**config.mk**
```make
export PLATFORM = sky130hd
export DESIGN_NAME = alu_exec_ctrl
export DESIGN_NICKNAME = d
export VERILOG_FILES = /design/src/rtl/alu_exec_ctrl.sv
export SDC_FILE = /design/constraint.sdc
export NUM_CORES = 1
export LEC_CHECK = 0
export CELL_PAD_IN_SITES_DETAIL_PLACEMENT = 1
export CELL_PAD_IN_SITES_GLOBAL_PLACEMENT = 2
export CORE_UTILIZATION = 36
export DETAILED_ROUTE_END_ITERATION = 10
export PLACE_DENSITY = 0.78
export SYNTH_ARGS = -nofsm -noshare
export SYNTH_HDL_FRONTEND = slang
export SYNTH_SLANG_ARGS = --single-unit
export TNS_END_PERCENT = 1
```
**constraint.sdc**
```tcl
create_clock -name clk -period 4.6 [get_ports clk]
set_input_delay 0.92 -clock clk [delete_from_list [all_inputs] [get_ports clk]]
set_output_delay 0.92 -clock clk [all_outputs]
set_load 0.02 [all_outputs]
```
**src/rtl/alu_exec_ctrl.sv**
```systemverilog
// alu_exec_ctrl: execute-phase controller for the SAP-2 arithmetic/logic path.
// Takes one ALU command at a time over a valid/ready handshake. Each command
// moves through three states:
//   IDLE - accept the command and latch the operand,
//   EXEC - run the ALU and register the result,
//   WB   - write back to the accumulator and update the flags.
// The controller owns the accumulator and the Z/S/CY flags.

// ---------------------------------------------------------------------------
// alu: purely combinational 8-bit ALU with carry in and carry out.
// For SUB, cout is the borrow. For rotates, cin is the bit shifted in.
// ---------------------------------------------------------------------------
module alu (
    input  logic [7:0] a,
    input  logic [7:0] b,
    input  logic [3:0] op,
    input  logic       cin,
    output logic [7:0] y,
    output logic       cout
);

    localparam logic [3:0] OP_ADD   = 4'h0;
    localparam logic [3:0] OP_SUB   = 4'h1;
    localparam logic [3:0] OP_AND   = 4'h2;
    localparam logic [3:0] OP_OR    = 4'h3;
    localparam logic [3:0] OP_XOR   = 4'h4;
    localparam logic [3:0] OP_NOT   = 4'h5;
    localparam logic [3:0] OP_INC   = 4'h6;
    localparam logic [3:0] OP_DEC   = 4'h7;
    localparam logic [3:0] OP_RAL   = 4'h8;
    localparam logic [3:0] OP_RAR   = 4'h9;
    localparam logic [3:0] OP_PASSA = 4'hA;
    localparam logic [3:0] OP_PASSB = 4'hB;

    logic [7:0] and_v;
    logic [7:0] or_v;
    logic [7:0] xor_v;
    logic [7:0] not_v;
    logic [8:0] sum_v;
    logic [8:0] diff_v;
    logic [8:0] inc_v;
    logic [8:0] dec_v;

    // Bitwise logic results, one lane per bit.
    genvar gi;
    generate
        for (gi = 0; gi < 8; gi++) begin : g_bit
            assign and_v[gi] = a[gi] & b[gi];
            assign or_v[gi]  = a[gi] | b[gi];
            assign xor_v[gi] = a[gi] ^ b[gi];
            assign not_v[gi] = ~a[gi];
        end
    endgenerate

    // In the 9-bit adders, bit 8 is the carry. In the subtractor, the
    // 9-bit wrap leaves bit 8 set exactly when a borrow occurred.
    assign sum_v  = {1'b0, a} + {1'b0, b} + {8'd0, cin};
    assign diff_v = {1'b0, a} - {1'b0, b} - {8'd0, cin};
    assign inc_v  = {1'b0, a} + 9'd1;
    assign dec_v  = {1'b0, a} - 9'd1;

    // Select the result and carry for the requested operation.
    always_comb begin
        y    = a;
        cout = 1'b0;
        case (op)
            OP_ADD:   begin y = sum_v[7:0];    cout = sum_v[8];  end
            OP_SUB:   begin y = diff_v[7:0];   cout = diff_v[8]; end
            OP_AND:   begin y = and_v;         cout = 1'b0;      end
            OP_OR:    begin y = or_v;          cout = 1'b0;      end
            OP_XOR:   begin y = xor_v;         cout = 1'b0;      end
            OP_NOT:   begin y = not_v;         cout = 1'b0;      end
            OP_INC:   begin y = inc_v[7:0];    cout = inc_v[8];  end
            OP_DEC:   begin y = dec_v[7:0];    cout = dec_v[8];  end
            OP_RAL:   begin y = {a[6:0], cin}; cout = a[7];      end
            OP_RAR:   begin y = {cin, a[7:1]}; cout = a[0];      end
            OP_PASSA: begin y = a;             cout = 1'b0;      end
            OP_PASSB: begin y = b;             cout = 1'b0;      end
            // Illegal opcodes pass A through. The controller discards
            // the result anyway.
            default:  begin y = a;             cout = 1'b0;      end
        endcase
    end

endmodule

// ---------------------------------------------------------------------------
// alu_exec_ctrl: command sequencer, accumulator and flag owner.
// ---------------------------------------------------------------------------
module alu_exec_ctrl (
    input  logic       clk,
    input  logic       rst,
    input  logic       cmd_valid,
    output logic       cmd_ready,
    input  logic [3:0] cmd_op,
    input  logic [7:0] cmd_operand,
    input  logic       cmd_use_carry,
    input  logic       cmd_nowb,
    output logic [7:0] acc_out,
    output logic       flag_z,
    output logic       flag_s,
    output logic       flag_cy,
    output logic       done,
    output logic       err
);

    localparam logic [1:0] ST_IDLE = 2'd0;
    localparam logic [1:0] ST_EXEC = 2'd1;
    localparam logic [1:0] ST_WB   = 2'd2;

    localparam logic [3:0] OP_ADD   = 4'h0;
    localparam logic [3:0] OP_SUB   = 4'h1;
    localparam logic [3:0] OP_AND   = 4'h2;
    localparam logic [3:0] OP_OR    = 4'h3;
    localparam logic [3:0] OP_XOR   = 4'h4;
    localparam logic [3:0] OP_INC   = 4'h6;
    localparam logic [3:0] OP_DEC   = 4'h7;
    localparam logic [3:0] OP_RAL   = 4'h8;
    localparam logic [3:0] OP_RAR   = 4'h9;
    localparam logic [3:0] OP_LAST  = 4'hB;

    logic [1:0] state_q,     state_d;
    logic [3:0] op_q,        op_d;
    logic [7:0] tmp_q,       tmp_d;
    logic       use_carry_q, use_carry_d;
    logic       nowb_q,      nowb_d;
    logic [8:0] res_q,       res_d;
    logic [7:0] acc_q,       acc_d;
    logic       z_q,         z_d;
    logic       s_q,         s_d;
    logic       cy_q,        cy_d;
    logic       done_q,      done_d;
    logic       err_q,       err_d;

    logic       accept;
    logic       op_legal;
    logic       alu_cin;
    logic [7:0] alu_y;
    logic       alu_cout;

    // Ready is held low for as long as reset is asserted, not only after it.
    assign cmd_ready = (state_q == ST_IDLE) && !rst;
    assign accept    = cmd_valid && cmd_ready;
    assign op_legal  = (op_q <= OP_LAST);

    // Rotates always shift CY in. ADD and SUB use CY only when the
    // command asked for carry (ADC/SBB).
    always_comb begin
        alu_cin = 1'b0;
        case (op_q)
            OP_RAL, OP_RAR: alu_cin = cy_q;
            OP_ADD, OP_SUB: alu_cin = use_carry_q & cy_q;
            default:        alu_cin = 1'b0;
        endcase
    end

    alu u_alu (
        .a    (acc_q),
        .b    (tmp_q),
        .op   (op_q),
        .cin  (alu_cin),
        .y    (alu_y),
        .cout (alu_cout)
    );

    // Next-state logic: state sequencing, command latch and result register.
    always_comb begin
        state_d     = state_q;
        op_d        = op_q;
        tmp_d       = tmp_q;
        use_carry_d = use_carry_q;
        nowb_d      = nowb_q;
        res_d       = res_q;
        case (state_q)
            ST_IDLE: begin
                if (accept) begin
                    op_d        = cmd_op;
                    tmp_d       = cmd_operand;
                    use_carry_d = cmd_use_carry;
                    nowb_d      = cmd_nowb;
                    state_d     = ST_EXEC;
                end
            end
            ST_EXEC: begin
                res_d   = {alu_cout, alu_y};
                state_d = ST_WB;
            end
            ST_WB: begin
                state_d = ST_IDLE;
            end
            default: begin
                state_d = ST_IDLE;
            end
        endcase
    end

    // Write-back logic: accumulator, flags by op class, and the done/err pulse.
    always_comb begin
        acc_d  = acc_q;
        z_d    = z_q;
        s_d    = s_q;
        cy_d   = cy_q;
        done_d = 1'b0;
        err_d  = 1'b0;
        if (state_q == ST_WB) begin
            done_d = 1'b1;
            err_d  = !op_legal;
            if (op_legal && !nowb_q) begin
                acc_d = res_q[7:0];
            end
            case (op_q)
                OP_ADD, OP_SUB: begin
                    z_d  = (res_q[7:0] == 8'h00);
                    s_d  = res_q[7];
                    cy_d = res_q[8];
                end
                OP_AND, OP_OR, OP_XOR: begin
                    z_d  = (res_q[7:0] == 8'h00);
                    s_d  = res_q[7];
                    cy_d = 1'b0;
                end
                OP_INC, OP_DEC: begin
                    z_d  = (res_q[7:0] == 8'h00);
                    s_d  = res_q[7];
                end
                OP_RAL, OP_RAR: begin
                    cy_d = res_q[8];
                end
                // NOT, PASS A/B and illegal opcodes leave the flags alone.
                default: begin
                end
            endcase
        end
    end

    // State and datapath registers. Reset clears everything immediately,
    // which also aborts any command that is in flight.
    always_ff @(posedge clk or posedge rst) begin
        if (rst) begin
            state_q     <= ST_IDLE;
            op_q        <= 4'h0;
            tmp_q       <= 8'h00;
            use_carry_q <= 1'b0;
            nowb_q      <= 1'b0;
            res_q       <= 9'd0;
            acc_q       <= 8'h00;
            z_q         <= 1'b0;
            s_q         <= 1'b0;
            cy_q        <= 1'b0;
            done_q      <= 1'b0;
            err_q       <= 1'b0;
        end else begin
            state_q     <= state_d;
            op_q        <= op_d;
            tmp_q       <= tmp_d;
            use_carry_q <= use_carry_d;
            nowb_q      <= nowb_d;
            res_q       <= res_d;
            acc_q       <= acc_d;
            z_q         <= z_d;
            s_q         <= s_d;
            cy_q        <= cy_d;
            done_q      <= done_d;
            err_q       <= err_d;
        end
    end

    assign acc_out = acc_q;
    assign flag_z  = z_q;
    assign flag_s  = s_q;
    assign flag_cy = cy_q;
    assign done    = done_q;
    assign err     = err_q;

endmodule

```
==> key figures <==
Power
  • Max IR drop VDD: 0.000204 V
  • Switching power share of the total: 52.1%
  • Portion of total power attributed to combinational logic: 68.6%
  • Clock group share of total power: 9.1%
  • Total Power Consumption: 2.60 mW
  • Pint: 1.25 mW
  • Leakage power total: 1.64 nW
  • Pwr dens: 635 nW/um^2
  • Sequential power share: 22.3%
  • Net switching power: 1.36 mW

Layout
  • Commonest cells after routing, fill and taps aside: 44 x sky130_fd_sc_hd__o21ai_0, 43 x sky130_fd_sc_hd__nand2_1, 38 x sky130_fd_sc_hd__dfrtp_1, 32 x sky130_fd_sc_hd__ha_1
  • Proportion of layout cells with a drive suffix above 1: 8.21%
  • Net count, final: 516
  • Layout area overhead: 11.5%
  • Most common library cell in the layout ignoring fill and taps: sky130_fd_sc_hd__o21ai_0
  • Antenna diode instance count: 0

Setup path
  • Element type at the critical path end: register
  • Slowest cell on crit path: sky130_fd_sc_hd__or3_1
  • Data arrival time at the worst-slack endpoint: 3430 ps
  • Required time reported for the critical path endpoint: 4770 ps
  • Critical path's most frequent cell: sky130_fd_sc_hd__fa_1
  • Crit path kind: reg -> reg
  • Critical Path Fanout Max: 31
  • Stage delay of the slowest cell on the critical path: 460 ps
  • Critical Path Start Type: register
  • Cell breakdown of the critical path: buf_4 > or3_1 > fa_1 > fa_1 > o21ai_0 > nand2b_1 > xnor2_1 > nor2_1 > nor4_1 > a31oi_1

STA
  • Setup repair after global routing missed its margin: no
  • Worst Max-Slew Pin Slew: 962 ps
  • Tcrit/Tclk final: 70.8%
  • Relative slew margins: 35.9%
  • Final hold viol count: 0
  • Clock skew after layout: 6.00 ps
  • TNS Setup: 0 ps
  • Shortest clock period the worst path allows after layout: 3260 ps
  • Maximum operating frequency: 307 MHz
  • Total of endpoints with negative setup slack in the final report: 0
  • Final count of pins violating max slew: 0

Drt
  • Wire length on met2: 5830 microns
  • Routed length per placed instance: 21.6 microns
  • Routed Wire Length: 12800 microns
  • DRC violations left: 0
  • Initial drt markers: 182
  • Count of vias placed by the detailed router: 3520
  • Via count normalized by instance count: 5.91
  • Remaining number of nets flagged by the antenna check after routing: 0
  • Routed metal-1 wire length: 5990 microns
  • Uppermost metal layer occupied by signal nets: met4
  • Detailed-router iteration count before antenna repair: 4
  • Met3 Routed Length: 785 microns

Clocking
  • Maximum buffer depth of the clock tree: 2
  • Count of hold buffers inserted by post-cts repair: 0
  • Count of H-tree levels built during CTS: 2
  • Cts bufs inserted: 5
  • CTS tree: built
  • Resized Gates After CTS: 0
  • Clock transition time at the flip-flop clock pins of the worst setup and hold paths: 80 ps
  • Worst skew pair latency: 310 ps
  • Buffers inserted during post-CTS setup optimization: 0
  • CTS Root Cell: sky130_fd_sc_hd__clkbuf_8
  • Clk sinks: 38

Logic synthesis
  • Post-Syn Nets: 499
  • Ranking of synthesized cells by area: sky130_fd_sc_hd__dfrtp_1 26%, sky130_fd_sc_hd__ha_1 11%, sky130_fd_sc_hd__o21ai_0 6.0%
  • Number of distinct library cells after synthesis: 67
  • Synthesized-area fraction occupied by ao, oa, aoi and oai cells: 24.1%
  • Dominant combinational cell family by area after synthesis: compound AO/OA/AOI/OAI gates
  • Simple logic cell fraction of the synthesized area: 19.7%
  • Number of cells produced by synthesis: 446
  • Portion of netlist area occupied by mux cells: 5.55%
  • Number of enable-type register cells in the synthesized netlist: 0
  • Syn avg cell area: 8.25 sq um
  • Synth Warn #: 0
  • Number of storage elements in the synthesis netlist: 38
  • Post-synthesis cell area: 3680 sq um
  • Async S/R FF share, synth: 100%
  • Share of synthesized area occupied by flip-flops and latches: 25.9%
  • Fraction of synthesized cell area taken by the top area cell type: 25.9%
  • Most instantiated flip-flop cell in the synthesis netlist: sky130_fd_sc_hd__dfrtp_1
  • Arithmetic-cell share of the synthesized area counting full adders, half adders and majority gates: 13.1%
  • Largest area contributor in the synthesized netlist: sky130_fd_sc_hd__dfrtp_1
  • Parity-gate share of the synthesized area counting xor and xnor cells: 3.10%

Global route
  • Gr usage total: 26.0%
  • GRT Residual Overflow: 0
  • Initial antenna violation count: 0
  • Largest net degree at the start of global routing: 48
  • Number of global-route vias before repair: 3521
  • Wire length of the first global-routing pass: 20400 microns

Floorplan
  • Vertical die dimension: 103 microns
  • Floorplan Core Area: 9820 sq um
  • Row count: 36
  • Ports placed on the boundary: 31
  • Die area: 10600 sq um
  • Starting Density: 37.4%
  • Horiz. Die Dim: 103 microns

Placed design
  • # port buffers: 30
  • Post-detail-place hpwl: 9390 microns
  • Routability-driven placement congestion ratio: 0.920

Run status
  • Status: finished, final reports clean

Worst hold path
  • Min-Delay Path Class: reg -> reg

Run
  • Number of max-cap violations: 0
-- layer usage --
| layer | up-vias | global-route usage [%] |
|---|---|---|
| met5 | - | 0 |
| met4 | 0 | 8.78 |
| met3 | 17 | 3.32 |
| met2 | 108 | 39.1 |
| met1 | 1745 | 38.1 |
| li1 | 1650 | - |
-- logic make-up after synthesis --
| group | after synthesis |
|---|---|
| and+or+nand+nor | 142 |
| AOI/OAI and AO/OA | 139 |
| buffers and inverters | 62 |
| DFF | 38 |
| adders and majority gates | 36 |
| muxes | 16 |
| xor gates and xnor gates | 13 |
-- per-stage QoR --
stage	setup WS (ps)	hold slack (ps)	instances	cell area (sq um)	utilization (%)
floorplan	1380	475	446	3680	-
global placement	1480	466	589	4020	41.0
detailed placement	1410	487	589	4020	41.0
CTS	1390	506	596	4100	41.8
global route	1240	535	596	4100	41.8
finish	1340	493	596	4100	41.8
-- power by group through the flow --
stage	sequential, mW	clock [mW]	combinational, mW
floorplan	0.616	0	1.18
global placement	0.584	0	1.72
detailed placement	0.587	0	1.76
CTS	0.580	0.244	1.77
global route	0.599	0.252	1.95
finish	0.581	0.236	1.79
-- final timing paths --
check	start	to	slack, ps	depth (start not counted)
min in group asynchronous	rst	state_q[1]	1080	3
max	op_q[1]	res_q[4]	1340	10
min	flag_z	flag_z	490	2
max in group asynchronous	rst	op_q[3]	3150	3
max reg2reg	op_q[1]	res_q[4]	1340	10
min reg2reg	flag_z	flag_z	490	2
-- worst max-delay path, delay by kind of cell (launching register included) --
family | cells | cell delay (ps)
fa+ha+maj | 2 | 860
compound gates | 2 | 440
xor+xnor | 1 | 140
flops | 1 | 370
buf+inv | 1 | 230
simple gates | 4 | 1080
-- Yosys cell counts (all sizes together) (3+ instances only) --
cell type,count
a211oi,9
a21o,3
a21oi,31
a31oi,9
and3,5
buf,16
clkbuf,14
dfrtp,38
fa,4
ha,32
inv,32
mux2,12
nand2,43
nand2b,6
nand3,12
nand3b,4
nand4,3
nor2,25
nor2b,6
nor3,15
nor4,7
o211ai,5
o21a,3
o21ai,46
o32ai,3
or3,9
xnor2,9
xor2,4
-- flip-flops by register name (all words and copies together) (netlist names) --
signal / cells
flag_z: 1
state_q: 2
res_q: 9
nowb_q: 1
acc_out: 8
done: 1
err: 1
flag_s: 1
flag_cy: 1
tmp_q: 8
op_q: 4
use_carry_q: 1
-- cell type report --
cell class / count / area, sq um
Clock buffer: 5 / 68.8
Clock inverter: 2 / 10.0
Fill cell: 1225 / 5720
Inverter: 32 / 120
Multi-Input combinational cell: 346 / 2410
Sequential cell: 38 / 951
Tap cell: 133 / 166
Timing Repair Buffer: 40 / 375
Power figures use the tool's default switching activity.
